$ cat config.mk
export PLATFORM = sky130hd
export DESIGN_NAME = load_store_unit
export DESIGN_NICKNAME = d
export VERILOG_FILES = /design/src/rtl/load_store_unit.sv
export SDC_FILE = /design/constraint.sdc
export NUM_CORES = 1
export LEC_CHECK = 0
export CORE_ASPECT_RATIO = 0.8
export CORE_UTILIZATION = 38
export DETAILED_ROUTE_END_ITERATION = 8
export GPL_ROUTABILITY_DRIVEN = 0
export PLACE_DENSITY = 0.75
export REMOVE_ABC_BUFFERS = 1
export SLEW_MARGIN = 10
export SYNTH_ARGS = -nofsm -noshare
export SYNTH_HDL_FRONTEND = slang
export SYNTH_SLANG_ARGS = --single-unit
$ cat constraint.sdc
create_clock -name clk -period 2.1 [get_ports clk]
set_clock_uncertainty 0.05 [all_clocks]
set_input_delay 0.42 -clock clk [delete_from_list [all_inputs] [get_ports clk]]
set_output_delay 0.42 -clock clk [all_outputs]
set_load 0.01 [all_outputs]
$ cat src/rtl/load_store_unit.sv
// Data-memory access stage: one load/store per request, bus handshake with timeout,
// and right-justified load-lane extraction with the sign/zero-extension code for signext.

package isa_shared;
  typedef enum logic [4:0] {
    SX_0700  = 5'b00001,
    SX_1500  = 5'b00010,
    SX_3100  = 5'b00100,
    SXU_0700 = 5'b01000,
    SXU_1500 = 5'b10000
  } sx_op_e;
endpackage

module load_store_unit
  import isa_shared::*;
#(
  parameter int DATA_WIDTH     = 32,
  parameter int TIMEOUT_CYCLES = 255
) (
  input  logic                  clk,
  input  logic                  rst,
  input  logic                  req_valid,
  input  logic                  req_is_store,
  input  logic [2:0]            req_funct3,
  input  logic [DATA_WIDTH-1:0] req_addr,
  input  logic [DATA_WIDTH-1:0] req_wdata,
  output logic                  busy,
  output logic                  done,
  output logic                  fault,
  output logic [DATA_WIDTH-1:0] unextended_data,
  output logic [4:0]            sx_op,
  output logic                  mem_req,
  output logic                  mem_we,
  output logic [DATA_WIDTH-1:0] mem_addr,
  output logic [DATA_WIDTH-1:0] mem_wdata,
  output logic [3:0]            mem_wstrb,
  input  logic                  mem_gnt,
  input  logic                  mem_rvalid,
  input  logic [DATA_WIDTH-1:0] mem_rdata
);

  localparam int CW = $clog2(TIMEOUT_CYCLES + 1);

  typedef enum logic [1:0] {IDLE, REQ, WAIT, DONE} state_e;

  state_e                  state_q, state_d;
  logic [CW-1:0]           tmo_q;
  logic                    is_store_q;
  logic [2:0]              funct3_q;
  logic [1:0]              lane_q;

  logic                    accept;
  logic                    legal;
  logic                    timeout;
  logic                    capture;
  logic                    fault_d;
  logic [3:0]              strb;
  logic [DATA_WIDTH-1:0]   wdata_rep;
  logic [DATA_WIDTH-1:0]   shifted;
  logic [DATA_WIDTH-1:0]   lane_data;
  sx_op_e                  sx_code;

  assign accept  = (state_q == IDLE) && req_valid;
  assign timeout = (tmo_q == CW'(TIMEOUT_CYCLES - 1));

  // Legality and store-lane formatting are decided from the live request at accept time.
  // NOTE: every always_comb output gets a default first so no path can infer a latch.
  always_comb begin
    legal     = 1'b0;
    strb      = 4'b1111;
    wdata_rep = req_wdata;
    case (req_funct3)
      3'b000:  legal = 1'b1;
      3'b001:  legal = !req_addr[0];
      3'b010:  legal = (req_addr[1:0] == 2'b00);
      3'b100:  legal = !req_is_store;
      3'b101:  legal = !req_is_store && !req_addr[0];
      default: legal = 1'b0;
    endcase
    case (req_funct3[1:0])
      2'b00: begin
        strb      = 4'b0001 << req_addr[1:0];
        wdata_rep = {4{req_wdata[7:0]}};
      end
      2'b01: begin
        strb      = 4'b0011 << req_addr[1:0];
        wdata_rep = {2{req_wdata[15:0]}};
      end
      default: begin
        strb      = 4'b1111;
        wdata_rep = req_wdata;
      end
    endcase
  end

  always_comb begin
    shifted   = mem_rdata >> {lane_q, 3'b000};
    lane_data = shifted;
    sx_code   = SX_3100;
    case (funct3_q[1:0])
      2'b00:   lane_data = {{(DATA_WIDTH-8){1'b0}}, shifted[7:0]};
      2'b01:   lane_data = {{(DATA_WIDTH-16){1'b0}}, shifted[15:0]};
      default: lane_data = shifted;
    endcase
    case (funct3_q)
      3'b000:  sx_code = SX_0700;
      3'b001:  sx_code = SX_1500;
      3'b100:  sx_code = SXU_0700;
      3'b101:  sx_code = SXU_1500;
      default: sx_code = SX_3100;
    endcase
  end

  always_comb begin
    state_d = state_q;
    fault_d = 1'b0;
    capture = 1'b0;
    busy    = (state_q != IDLE);
    done    = (state_q == DONE);
    mem_req = (state_q == REQ);
    case (state_q)
      IDLE: begin
        if (accept) begin
          state_d = legal ? REQ : DONE;
          fault_d = !legal;
        end
      end
      REQ: begin
        // A response arriving with the grant, or on the final cycle, beats the timeout.
        if (mem_gnt && mem_rvalid) begin
          state_d = DONE;
          capture = 1'b1;
        end else if (timeout) begin
          state_d = DONE;
          fault_d = 1'b1;
        end else if (mem_gnt) begin
          state_d = WAIT;
        end
      end
      WAIT: begin
        if (mem_rvalid) begin
          state_d = DONE;
          capture = 1'b1;
        end else if (timeout) begin
          state_d = DONE;
          fault_d = 1'b1;
        end
      end
      DONE:    state_d = IDLE;
      default: state_d = IDLE;
    endcase
  end

  // NOTE: sequential state uses non-blocking assignments so all registers update together.
  always_ff @(posedge clk) begin
    if (rst) state_q <= IDLE;
    else     state_q <= state_d;
  end

  always_ff @(posedge clk) begin
    if (rst) begin
      tmo_q           <= '0;
      is_store_q      <= 1'b0;
      funct3_q        <= 3'b000;
      lane_q          <= 2'b00;
      fault           <= 1'b0;
      unextended_data <= '0;
      sx_op           <= SX_3100;
      mem_we          <= 1'b0;
      mem_addr        <= '0;
      mem_wdata       <= '0;
      mem_wstrb       <= 4'b0000;
    end else begin
      if (accept) begin
        tmo_q      <= '0;
        is_store_q <= req_is_store;
        funct3_q   <= req_funct3;
        lane_q     <= req_addr[1:0];
        mem_we     <= req_is_store;
        mem_addr   <= {req_addr[DATA_WIDTH-1:2], 2'b00};
        mem_wdata  <= req_is_store ? wdata_rep : '0;
        mem_wstrb  <= req_is_store ? strb : 4'b0000;
      end else if (state_q == REQ || state_q == WAIT) begin
        tmo_q <= tmo_q + CW'(1);
      end
      if (state_d == DONE && state_q != DONE) fault <= fault_d;
      if (capture && !is_store_q) begin
        unextended_data <= lane_data;
        sx_op           <= sx_code;
      end
    end
  end

endmodule

==> run_results.csv, run 1 <==
group,metric,value,unit
global_routing,use_met1,0.260,
die,num_rows,37,
synthesis,synth_area_per_cell,8.25,sq um
timing,slew_viol_final,0,
synthesis,synthFlopType,"dfxtp_1",
placement,hpwlAfterDp,10.7,mm
timing,finalCritPeriodShare,0.943,
job,drv_cap,0,
critical_path,end_kind,"primary output",
run_status,status,"complete, no violations",
placement,dp_cells,989,
global_routing,gr-total-overflow,0,
detailed_routing,drt_iter0_drc,169,
timing,min_period,1.98,ns
die,die_h,106,um
cells_and_area,fin_cells,1021,
synthesis,synth_area_leaders,"dfxtp_1 (47%), nand2_1 (9.5%), a21oi_1 (6.5%)",
cts,cts_hold_buf,0,
timing,rsz0062_at_grt,"no",
die,core-area,13000,sq um
synthesis,synth_top_cell_area_share,0.469,
timing,finalSetupViolCount,0,
die,initial_core_util,0.394,
global_routing,antenna_found_initial,0,
power_and_ir_drop,leakagePower,3.02,nW
synthesis,synth_area,5120,sq um
cells_and_area,diodes,0,
hold_path,min-delay-start,"mem_wstrb[1]$_SDFFE_PP0P_",
critical_path,worstPathMaxFanout,6,
critical_path,cp.arrival,1.51,ns
die,die-area,14000,sq um
critical_path,critical_path_buf_inv_count,3,
critical_path,worstSetupPathType,"reg2out",
die,io_pins,215,
hold_path,worst_hold_path_type,"reg2reg",
cts,path_clk_slew,0.05,ns
critical_path,crit_required,1.63,ns
timing,max_slew_margin,0.601,
global_routing,gr-usage-met2,0.375,
synthesis,ys_types,43,
timing,fmax,505,MHz
critical_path,path_cells,"buf_4, ha_1, buf_4, dlygate4sd2_1",
cells_and_area,syn2layout_area_growth,59.0,%
synthesis,ys_top_cells_by_count,"nand2_1 (130), dfxtp_1 (120), a21oi_1 (67), o21ai_0 (46), nor2_1 (45)",
cells_and_area,fillers,1113,
detailed_routing,first_pass_iters,4,
power_and_ir_drop,power,0.00815,W
die,die_w,132,um
critical_path,reg2reg_setup_slack,0.19,ns
synthesis,synth_edf_count,0,
cts,cts_made_buffers,17,
cts,clkLatencyLatePin,0.41,ns
detailed_routing,wire_per_inst,14.8,um
synthesis,synthCells,621,
cts,cts_tree,"yes",
detailed_routing,ant_nets,0,
detailed_routing,wirelength,15.1,mm
cts,clockRootBuffer,"clkbuf_16",
global_routing,grt_usage,0.221,
cts,cts.sinks,120,
synthesis,yosysWarnings,0,
global_routing,gr-usage-met3,0.0683,
detailed_routing,vias,5135,
detailed_routing,drc,0,
timing,worstMarginPinSlew,0.598,ns
hold_path,hold-path-endpoint,"mem_wstrb[1]$_SDFFE_PP0P_",
global_routing,busiest_layer,"met2",
synthesis,yosysTopAreaCell,"dfxtp_1",
global_routing,first_global_vias,5062,
cells_and_area,drive_gt1_frac,0.0875,
cts,h-tree-depth,4,
power_and_ir_drop,irDropWorstVdd,732,uV
power_and_ir_drop,power.density,1000,nW/um^2
global_routing,grt_pass1_wl,24.4,mm
critical_path,crit_top_cell,"buf_4",
synthesis,ys_async_sr_fraction,0,
critical_path,reg2reg_from,"state_q[0]$_SDFF_PP0_",
critical_path,cpMaxStageDelayCell,"dfxtp_1",
timing,timing.final.hold_violations,0,
global_routing,grt_max_degree,77,
critical_path,path_delay_family,"buffers and inverters",
cts,cts.path.max_buffers,2,
synthesis,synth_seq_area_share,0.469,
synthesis,yosysMostFrequentCell,"nand2_1",
placement,io_buffers,212,
critical_path,timing.rr.end,"unextended_data[9]$_SDFFE_PP0P_",
cells_and_area,fin_nets,945,
critical_path,start_kind,"flop",
critical_path,slowest_delay,0.30,ns
critical_path,rr_worst_depth,8,
detailed_routing,vias_per_cell,5.03,
hold_path,holdPathStages,2,
cts,post_cts_buffers,0,
synthesis,ys_seq_elements,120,
[worst max path at each step]
stage	start	end	cells past startpoint
final	state_q[0]$_SDFF_PP0_	mem_req	4
after global routing	state_q[0]$_SDFF_PP0_	mem_req	4
after CTS	state_q[1]$_SDFF_PP0_	done	3
after detailed placement	mem_rvalid	unextended_data[14]$_SDFFE_PP0P_	7
after global placement	mem_gnt	unextended_data[14]$_SDFFE_PP0P_	7
after floorplan	state_q[0]$_SDFF_PP0_	mem_wdata[10]$_SDFFE_PP0P_	6
[logic make-up (layout without fill, tap and decap cells)]
logic type	after synthesis	after routing	synth area share
buf+inv	51	275	0.0442
simple gates	250	250	0.220
compound gates	153	153	0.173
flops	120	120	0.469
mux	32	32	0.0645
xor+xnor	7	7	0.0120
fa+ha+maj	7	7	0.0171
other cells	1	2	0.000732
[routing by layer]
layer  vias up  wire [um]
met1      2391       6610
li1       2545          -
met2       179       7220
met3        20       1060
met4         0        216
met5         -          0
[per-stage QoR]
stage	util	setup TNS (ns)	hold WS, ns	instance area [sq um]	worst slack [ns]
after floorplan	-	-31.13	0.413	4910	-0.731
after global placement	0.578	-2.04	0.376	7510	-0.137
after detailed placement	0.578	-3.68	0.389	7510	-0.217
after CTS	0.625	0	0.397	8140	0.0140
after global routing	0.626	0	0.418	8150	0.0600
final	0.626	0	0.391	8150	0.121
[registers in the layout (all words and copies together), names as in the netlist]
| name | cells |
|---|---|
| funct3_q | 3 |
| lane_q | 2 |
| unextended_data | 32 |
| mem_wstrb | 4 |
| mem_wdata | 32 |
| state_q | 2 |
| mem_addr | 30 |
| tmo_q | 8 |
| fault | 1 |
| sx_op | 5 |
| is_store_q | 1 |
[worst register-to-register path: stages, from the launching register on]
cell,delay [ns]
dfxtp_1,0.32
inv_1,0.09
ha_1,0.31
nand2_1,0.08
or3_4,0.38
buf_12,0.18
nor2_4,0.22
a22oi_1,0.12
nor2_1,0.10
[cell usage in the layout, fill, tap and decap left out, types with 4 or more instances in the layout]
cell	instances
ha_1	7
inv_1	4
nor2b_1	27
bufinv_16	4
mux2i_1	24
clkbuf_1	4
buf_4	23
a22o_1	8
nand2_1	130
a21oi_1	67
a22oi_1	8
a211oi_1	15
clkbuf_16	17
dfxtp_1	120
o21ai_0	46
nor2_1	45
buf_12	4
nand3_1	12
nand4_1	4
mux2_2	8
clkdlybuf4s50_1	208
nor3_1	10
xnor2_1	4
[final cells by class]
type	instances	area (sq um)	area share
multi-input cells	451	2510	0.309
clock buffers	24	482	0.0591
repair buffers	239	2370	0.291
flip-flops and latches	120	2400	0.295
well taps	175	219	0.0269
inverters	4	15.0	0.00184
clock inverters	8	143	0.0175
[report_power, final]
part / total, W / internal, W / leakage [nW] / switching, W
Clock: 0.00305 / 0.00207 / 0.304 / 0.000980
Combinational: 0.00237 / 0.00115 / 1.74 / 0.00122
Sequential: 0.00272 / 0.00255 / 0.976 / 0.000171
Total: 0.00815 / 0.00577 / 3.02 / 0.00237
[what timing repair did]
item | CTS | global route
endpoints found under the setup margin | 2 | 12
endpoints found under the hold margin | 0 | 0
pin swaps | 0 | 1
gates resized for setup | 2 | 3
No activity file was read; power rests on OpenSTA's default activity.
==> inputs of run 2 (changes only) <==
--- a/config.mk
+++ b/config.mk
@@ -6,10 +6,10 @@
 export NUM_CORES = 1
 export LEC_CHECK = 0
 export CORE_ASPECT_RATIO = 0.8
-export CORE_UTILIZATION = 38
+export CORE_UTILIZATION = 39
 export DETAILED_ROUTE_END_ITERATION = 8
 export GPL_ROUTABILITY_DRIVEN = 0
-export PLACE_DENSITY = 0.75
+export PLACE_DENSITY = 0.77
 export REMOVE_ABC_BUFFERS = 1
 export SLEW_MARGIN = 10
 export SYNTH_ARGS = -nofsm -noshare
==> run 2 against run 1 <==
Net effect:
- clock power decreased by 6.6%
- global-route usage increased by 0.69 points
- power decreased by 2.2%
- clock-buffer cell count decreased by 5
- sequential cell count unchanged
- sequential share of layout area increased by 0.064 points
- combinational power about the same
- die area decreased by 2.5%
- routed wire length decreased by 0.26%
- critical path depth unchanged
==> run_results.csv, run 2 (synthesis gave the netlist of run 1 again) <==
group,metric,value,unit
run_status,status,"complete, no violations",
global_routing,grt_usage,0.228,
cts,clkLatencyLatePin,0.40,ns
cells_and_area,reg_top3,"mem_wdata: 32 flops, unextended_data: 32 flops, mem_addr: 30 flops",
critical_path,reg2reg_setup_slack,0.22,ns
cells_and_area,drive_gt1_frac,0.0975,
detailed_routing,vias_per_cell,4.99,
detailed_routing,vias,5116,
cells_and_area,syn2layout_area_growth,58.7,%
critical_path,rr_worst_depth,7,
timing,max_slew_margin,0.605,
critical_path,timing.critical_path.from,"state_q[0]$_SDFF_PP0_",
cells_and_area,final_common_cell,"clkdlybuf4s50_1",
timing,timing.final.hold_violations,0,
job,drv_cap,0,
detailed_routing,ant_nets,0,
timing,min_period,1.98,ns
critical_path,worstPathMaxFanout,6,
die,die-area,13600,sq um
cts,cts_tree,"yes",
detailed_routing,first_pass_iters,4,
global_routing,antenna_found_initial,0,
detailed_routing,wire_per_inst,14.7,um
critical_path,crit_required,1.63,ns
cells_and_area,fillers,1096,
cts,path_clk_slew,0.05,ns
power_and_ir_drop,leakagePower,3.01,nW
timing,final.setup.worst_slack,0.122,ns
timing,worstMarginPinSlew,0.591,ns
hold_path,worst_hold_path_type,"in2reg",
cells_and_area,postLayoutCoreUtil,0.634,
cells_and_area,fin_cells,1026,
global_routing,grt_max_degree,43,
global_routing,gr-total-overflow,0,
placement,dp_worst_setup_slack,-0.178,ns
die,io_pins,215,
critical_path,reg2reg_from,"state_q[0]$_SDFF_PP0_",
die,die_h,105,um
cts,cts_made_buffers,17,
critical_path,worstSetupPathType,"reg2out",
power_and_ir_drop,irDropWorstVdd,694,uV
cts,clockRootBuffer,"clkbuf_16",
cts,cts.path.max_buffers,2,
die,initial_core_util,0.399,
cts,h-tree-depth,4,
timing,finalCritPeriodShare,0.942,
cells_and_area,fin_nets,950,
timing,slew_viol_final,0,
detailed_routing,wirelength,15.1,mm
cts,cts.sinks,120,
critical_path,end_kind,"primary output",
critical_path,cp.arrival,1.51,ns
critical_path,timing.rr.end,"tmo_q[1]$_SDFFE_PP0N_",
timing,finalSetupViolCount,0,
detailed_routing,drt_iter0_drc,242,
timing,setup_tns,0,ns
timing,worst_hold_slack,0.285,ns
timing,rsz0062_at_grt,"no",
die,num_rows,37,
placement,dp_cells,994,
placement,io_buffers,212,
die,core-area,12800,sq um
global_routing,first_global_vias,5167,
die,die_w,130,um
timing,fmax,506,MHz
cts,cts_hold_buf,0,
placement,hpwlAfterDp,11.0,mm
cells_and_area,layout_common_cells,"clkdlybuf4s50_1 (208), nand2_1 (130), dfxtp_1 (120)",
critical_path,crit_path_end,"mem_req",
global_routing,grt_pass1_wl,24.6,mm
power_and_ir_drop,power.density,980,nW/um^2
detailed_routing,drc,0,
critical_path,start_kind,"flop",
cells_and_area,diodes,0,
[run 2: changes by cell type in the layout (fill, tap and decap cells not counted), moves of 3 or more]
cell	previous run	this run
buf_12	4	1
clkbuf_1	4	1
inv_6	0	4
buf_4	23	28
buf_6	0	3
[run 2: how the worst min path moves through the flow]
| stage | from | end | slack (ns) | cells past startpoint |
|---|---|---|---|---|
| floorplan | mem_wstrb[0]$_SDFFE_PP0P_ | mem_wstrb[0]$_SDFFE_PP0P_ | 0.41 | 2 |
| global placement | mem_wstrb[0]$_SDFFE_PP0P_ | mem_wstrb[0]$_SDFFE_PP0P_ | 0.38 | 2 |
| detailed placement | mem_wstrb[0]$_SDFFE_PP0P_ | mem_wstrb[0]$_SDFFE_PP0P_ | 0.38 | 2 |
| CTS | rst | state_q[0]$_SDFF_PP0_ | 0.27 | 2 |
| global route | rst | state_q[0]$_SDFF_PP0_ | 0.29 | 2 |
| finish | rst | state_q[0]$_SDFF_PP0_ | 0.29 | 2 |
[run 2: power breakdown]
group | switching (W) | leakage (nW) | internal [W]
clock network | 0.00106 | 0.281 | 0.00179
registers | 0.000167 | 0.976 | 0.00255
logic | 0.00124 | 1.76 | 0.00116
[run 2: cell type report]
type / count / area (sq um) / share of cell area
sequential: 120 / 2400 / 0.296
clock buffer: 19 / 443 / 0.0545
tap: 175 / 219 / 0.0269
timing repair buffer: 244 / 2380 / 0.293
multi-input combinational: 451 / 2520 / 0.310
inverter: 4 / 15.0 / 0.00185
clock inverter: 13 / 145 / 0.0179
[run 2: metal layers]
metal  GRT usage  routed length (um)  vias up
met3      0.0782                1150       18
li1            -                   -     2559
met2       0.383                7220      177
met4      0.0714                 210        0
met1       0.270                6480     2362
met5           0                   0        -
[run 2: repair_timing]
item | in CTS | in global routing
gates resized for setup | 2 | 7
pin swaps | 0 | 1
endpoints found under the setup margin | 2 | 18
setup buffers | 0 | 0
[run 2: critical path: stages (launching register included)]
cell and delay, ns:
dfxtp_1 0.31, buf_4 0.15, ha_1 0.21, buf_4 0.16
dlygate4sd2_1 0.28
[run 2: metrics by stage]
| stage | instance area [sq um] | power, W |
|---|---|---|
| after floorplan | 4910 | 0.00386 |
| after global placement | 7510 | 0.00506 |
| after detailed placement | 7510 | 0.00514 |
| after CTS | 8100 | 0.00801 |
| after global routing | 8130 | 0.00841 |
| final | 8130 | 0.00797 |
==> inputs of run 3 (changes only) <==
--- a/config.mk
+++ b/config.mk
@@ -10,6 +10,7 @@
 export DETAILED_ROUTE_END_ITERATION = 8
 export GPL_ROUTABILITY_DRIVEN = 0
 export PLACE_DENSITY = 0.77
+export RECOVER_POWER = 100
 export REMOVE_ABC_BUFFERS = 1
 export SLEW_MARGIN = 10
 export SYNTH_ARGS = -nofsm -noshare
==> run 3 against run 2 <==
Net effect:
- sequential power about the same
- via count increased by 0.14%
- global-route usage unchanged
- final area decreased by 0.63%
- clock power about the same
- first-iteration DRC count increased by 3.7%
- non-clock buffer count unchanged
- setup slack got worse by 0.013 ns
- critical endpoint unchanged
==> run_results.csv, run 3 (synthesis gave the netlist of run 1 again) <==
group,metric,value,unit
run_status,status,"complete, no violations",
cts,cts_hold_buf,0,
hold_path,holdPathStages,2,
detailed_routing,wl_met2,7.24,mm
critical_path,crit_required,1.63,ns
cells_and_area,reg_top3,"mem_wdata: 32 flops, unextended_data: 32 flops, mem_addr: 30 flops",
cts,cts_tree,"yes",
detailed_routing,wire_per_inst,14.7,um
placement,hpwlAfterDp,11.0,mm
cells_and_area,design_area,8080,sq um
cts,clockRootBuffer,"clkbuf_16",
detailed_routing,wl_met3,1.07,mm
global_routing,grt_pass1_wl,24.6,mm
detailed_routing,wl_met1,6.54,mm
cells_and_area,drive_gt1_frac,0.0917,
detailed_routing,ant_nets,0,
detailed_routing,first_pass_iters,4,
cts,clkLatencyLatePin,0.40,ns
cells_and_area,diodes,0,
die,num_rows,37,
timing,final.setup.worst_slack,0.109,ns
timing,rsz0062_at_grt,"no",
placement,dp_cells,994,
placement,dp_worst_setup_slack,-0.178,ns
die,die_w,130,um
detailed_routing,wirelength,15.1,mm
critical_path,worstSetupPathType,"reg2out",
critical_path,cp.arrival,1.52,ns
placement,place_area,7510,sq um
critical_path,path_cells,"buf_4, ha_1, clkbuf_2, dlygate4sd2_1",
timing,finalSetupViolCount,0,
detailed_routing,vias_per_cell,4.99,
cells_and_area,fin_cells,1026,
cells_and_area,fin_nets,950,
job,drv_cap,0,
critical_path,rr_worst_depth,8,
cells_and_area,layout_common_cells,"nand2_1 (130), dfxtp_1 (120), dlygate4sd3_1 (105)",
power_and_ir_drop,clkPwrFrac,0.364,
power_and_ir_drop,internal_power,0.00538,W
cells_and_area,syn2layout_area_growth,57.7,%
power_and_ir_drop,seqPwrFrac,0.345,
cts,cts.path.max_buffers,2,
power_and_ir_drop,pwr-share-comb,0.291,
global_routing,first_global_vias,5167,
die,die_h,105,um
power_and_ir_drop,p_switching,0.00245,W
detailed_routing,highest_layer,"met4",
timing,finalCritPeriodShare,0.948,
timing,min_period,1.99,ns
cts,cts.sinks,120,
die,die-area,13600,sq um
global_routing,grt_max_degree,43,
timing,fmax,502,MHz
cells_and_area,postLayoutCoreUtil,0.630,
cells_and_area,final_common_cell,"nand2_1",
timing,slew_viol_final,0,
cts,h-tree-depth,4,
power_and_ir_drop,irDropWorstVdd,691,uV
cts,path_clk_slew,0.06,ns
global_routing,antenna_found_initial,0,
detailed_routing,vias,5123,
global_routing,grt_usage,0.228,
timing,timing.final.hold_violations,0,
power_and_ir_drop,power.density,970,nW/um^2
timing,max_slew_margin,0.569,
detailed_routing,drt_iter0_drc,251,
placement,io_buffers,212,
critical_path,end_kind,"primary output",
die,io_pins,215,
power_and_ir_drop,leakagePower,3.31,nW
timing,worstMarginPinSlew,0.646,ns
cts,post_cts_buffers,0,
cells_and_area,fillers,1107,
detailed_routing,drc,0,
global_routing,gr-total-overflow,0,
cts,cts_made_buffers,17,
critical_path,slowest_delay,0.31,ns
critical_path,start_kind,"flop",
power_and_ir_drop,swShare,0.313,
die,initial_core_util,0.399,
hold_path,worst_hold_path_type,"in2reg",
die,core-area,12800,sq um
critical_path,worstPathMaxFanout,6,
critical_path,cpMaxStageDelayCell,"dfxtp_1",
==> run 3: cell count changes in the layout (fill, tap and decap cells not counted), sizes merged <==
| cell | change |
|---|---|
| buf | -3 |
| clkbuf | +4 |
| clkdlybuf4s50 | -105 |
| dlygate4sd3 | +105 |
| dlymetal6s2s | -1 |
==> run 3: worst max-delay path, delay by kind of cell, from the launching register on <==
kind	cells	cell delay [ns]
fa+ha+maj	1	0.21
flops	1	0.31
buf+inv	3	0.61
==> run 3: area by class of cell <==
type / count / area [sq um] / area share
multi-input cells: 451 / 2500 / 0.310
clock buffers: 19 / 443 / 0.0548
repair buffers: 244 / 2350 / 0.291
well taps: 175 / 219 / 0.0271
inverters: 4 / 15.0 / 0.00186
flip-flops and latches: 120 / 2400 / 0.297
clock inverters: 13 / 145 / 0.0180
==> run 3: power by group through the flow <==
stage          Combinational, W  Clock, W  Sequential (W)
2_1_floorplan          0.000975         0         0.00289
3_3_place_gp            0.00231         0         0.00275
3_5_place_dp            0.00238         0         0.00276
4_1_cts                 0.00238   0.00291         0.00271
5_1_grt                 0.00252   0.00302         0.00274
6_report                0.00228   0.00285         0.00270
==> run 3: timing repair <==
action                                  CTS  global route
pin swaps                                 0             1
endpoints found under the setup margin    2            18
gates resized for setup                   2             7
==> run 3: metal layers <==
metal  vias up  global-route usage
li1       2562                   -
met1      2372               0.270
met2       172               0.383
met3        17              0.0782
met4         0              0.0714
met5         -                   0
==> run 3: worst paths after layout <==
path,start,endpoint,slack (ns)
setup reg to reg,state_q[1]$_SDFF_PP0_,sx_op[0]$_SDFFE_PP0P_,0.13
setup / recovery,state_q[0]$_SDFF_PP0_,mem_req,0.11
hold / removal,rst,state_q[0]$_SDFF_PP0_,0.28
hold reg to reg,mem_wstrb[1]$_SDFFE_PP0P_,mem_wstrb[1]$_SDFFE_PP0P_,0.39
==> run 3: through the flow <==
step | total power (W) | setup TNS (ns) | hold slack [ns]
after floorplan | 0.00386 | -31.13 | 0.413
after global placement | 0.00506 | -2.61 | 0.378
after detailed placement | 0.00514 | -4.60 | 0.385
after CTS | 0.00801 | 0 | 0.269
after global routing | 0.00828 | 0 | 0.279
final | 0.00783 | 0 | 0.277
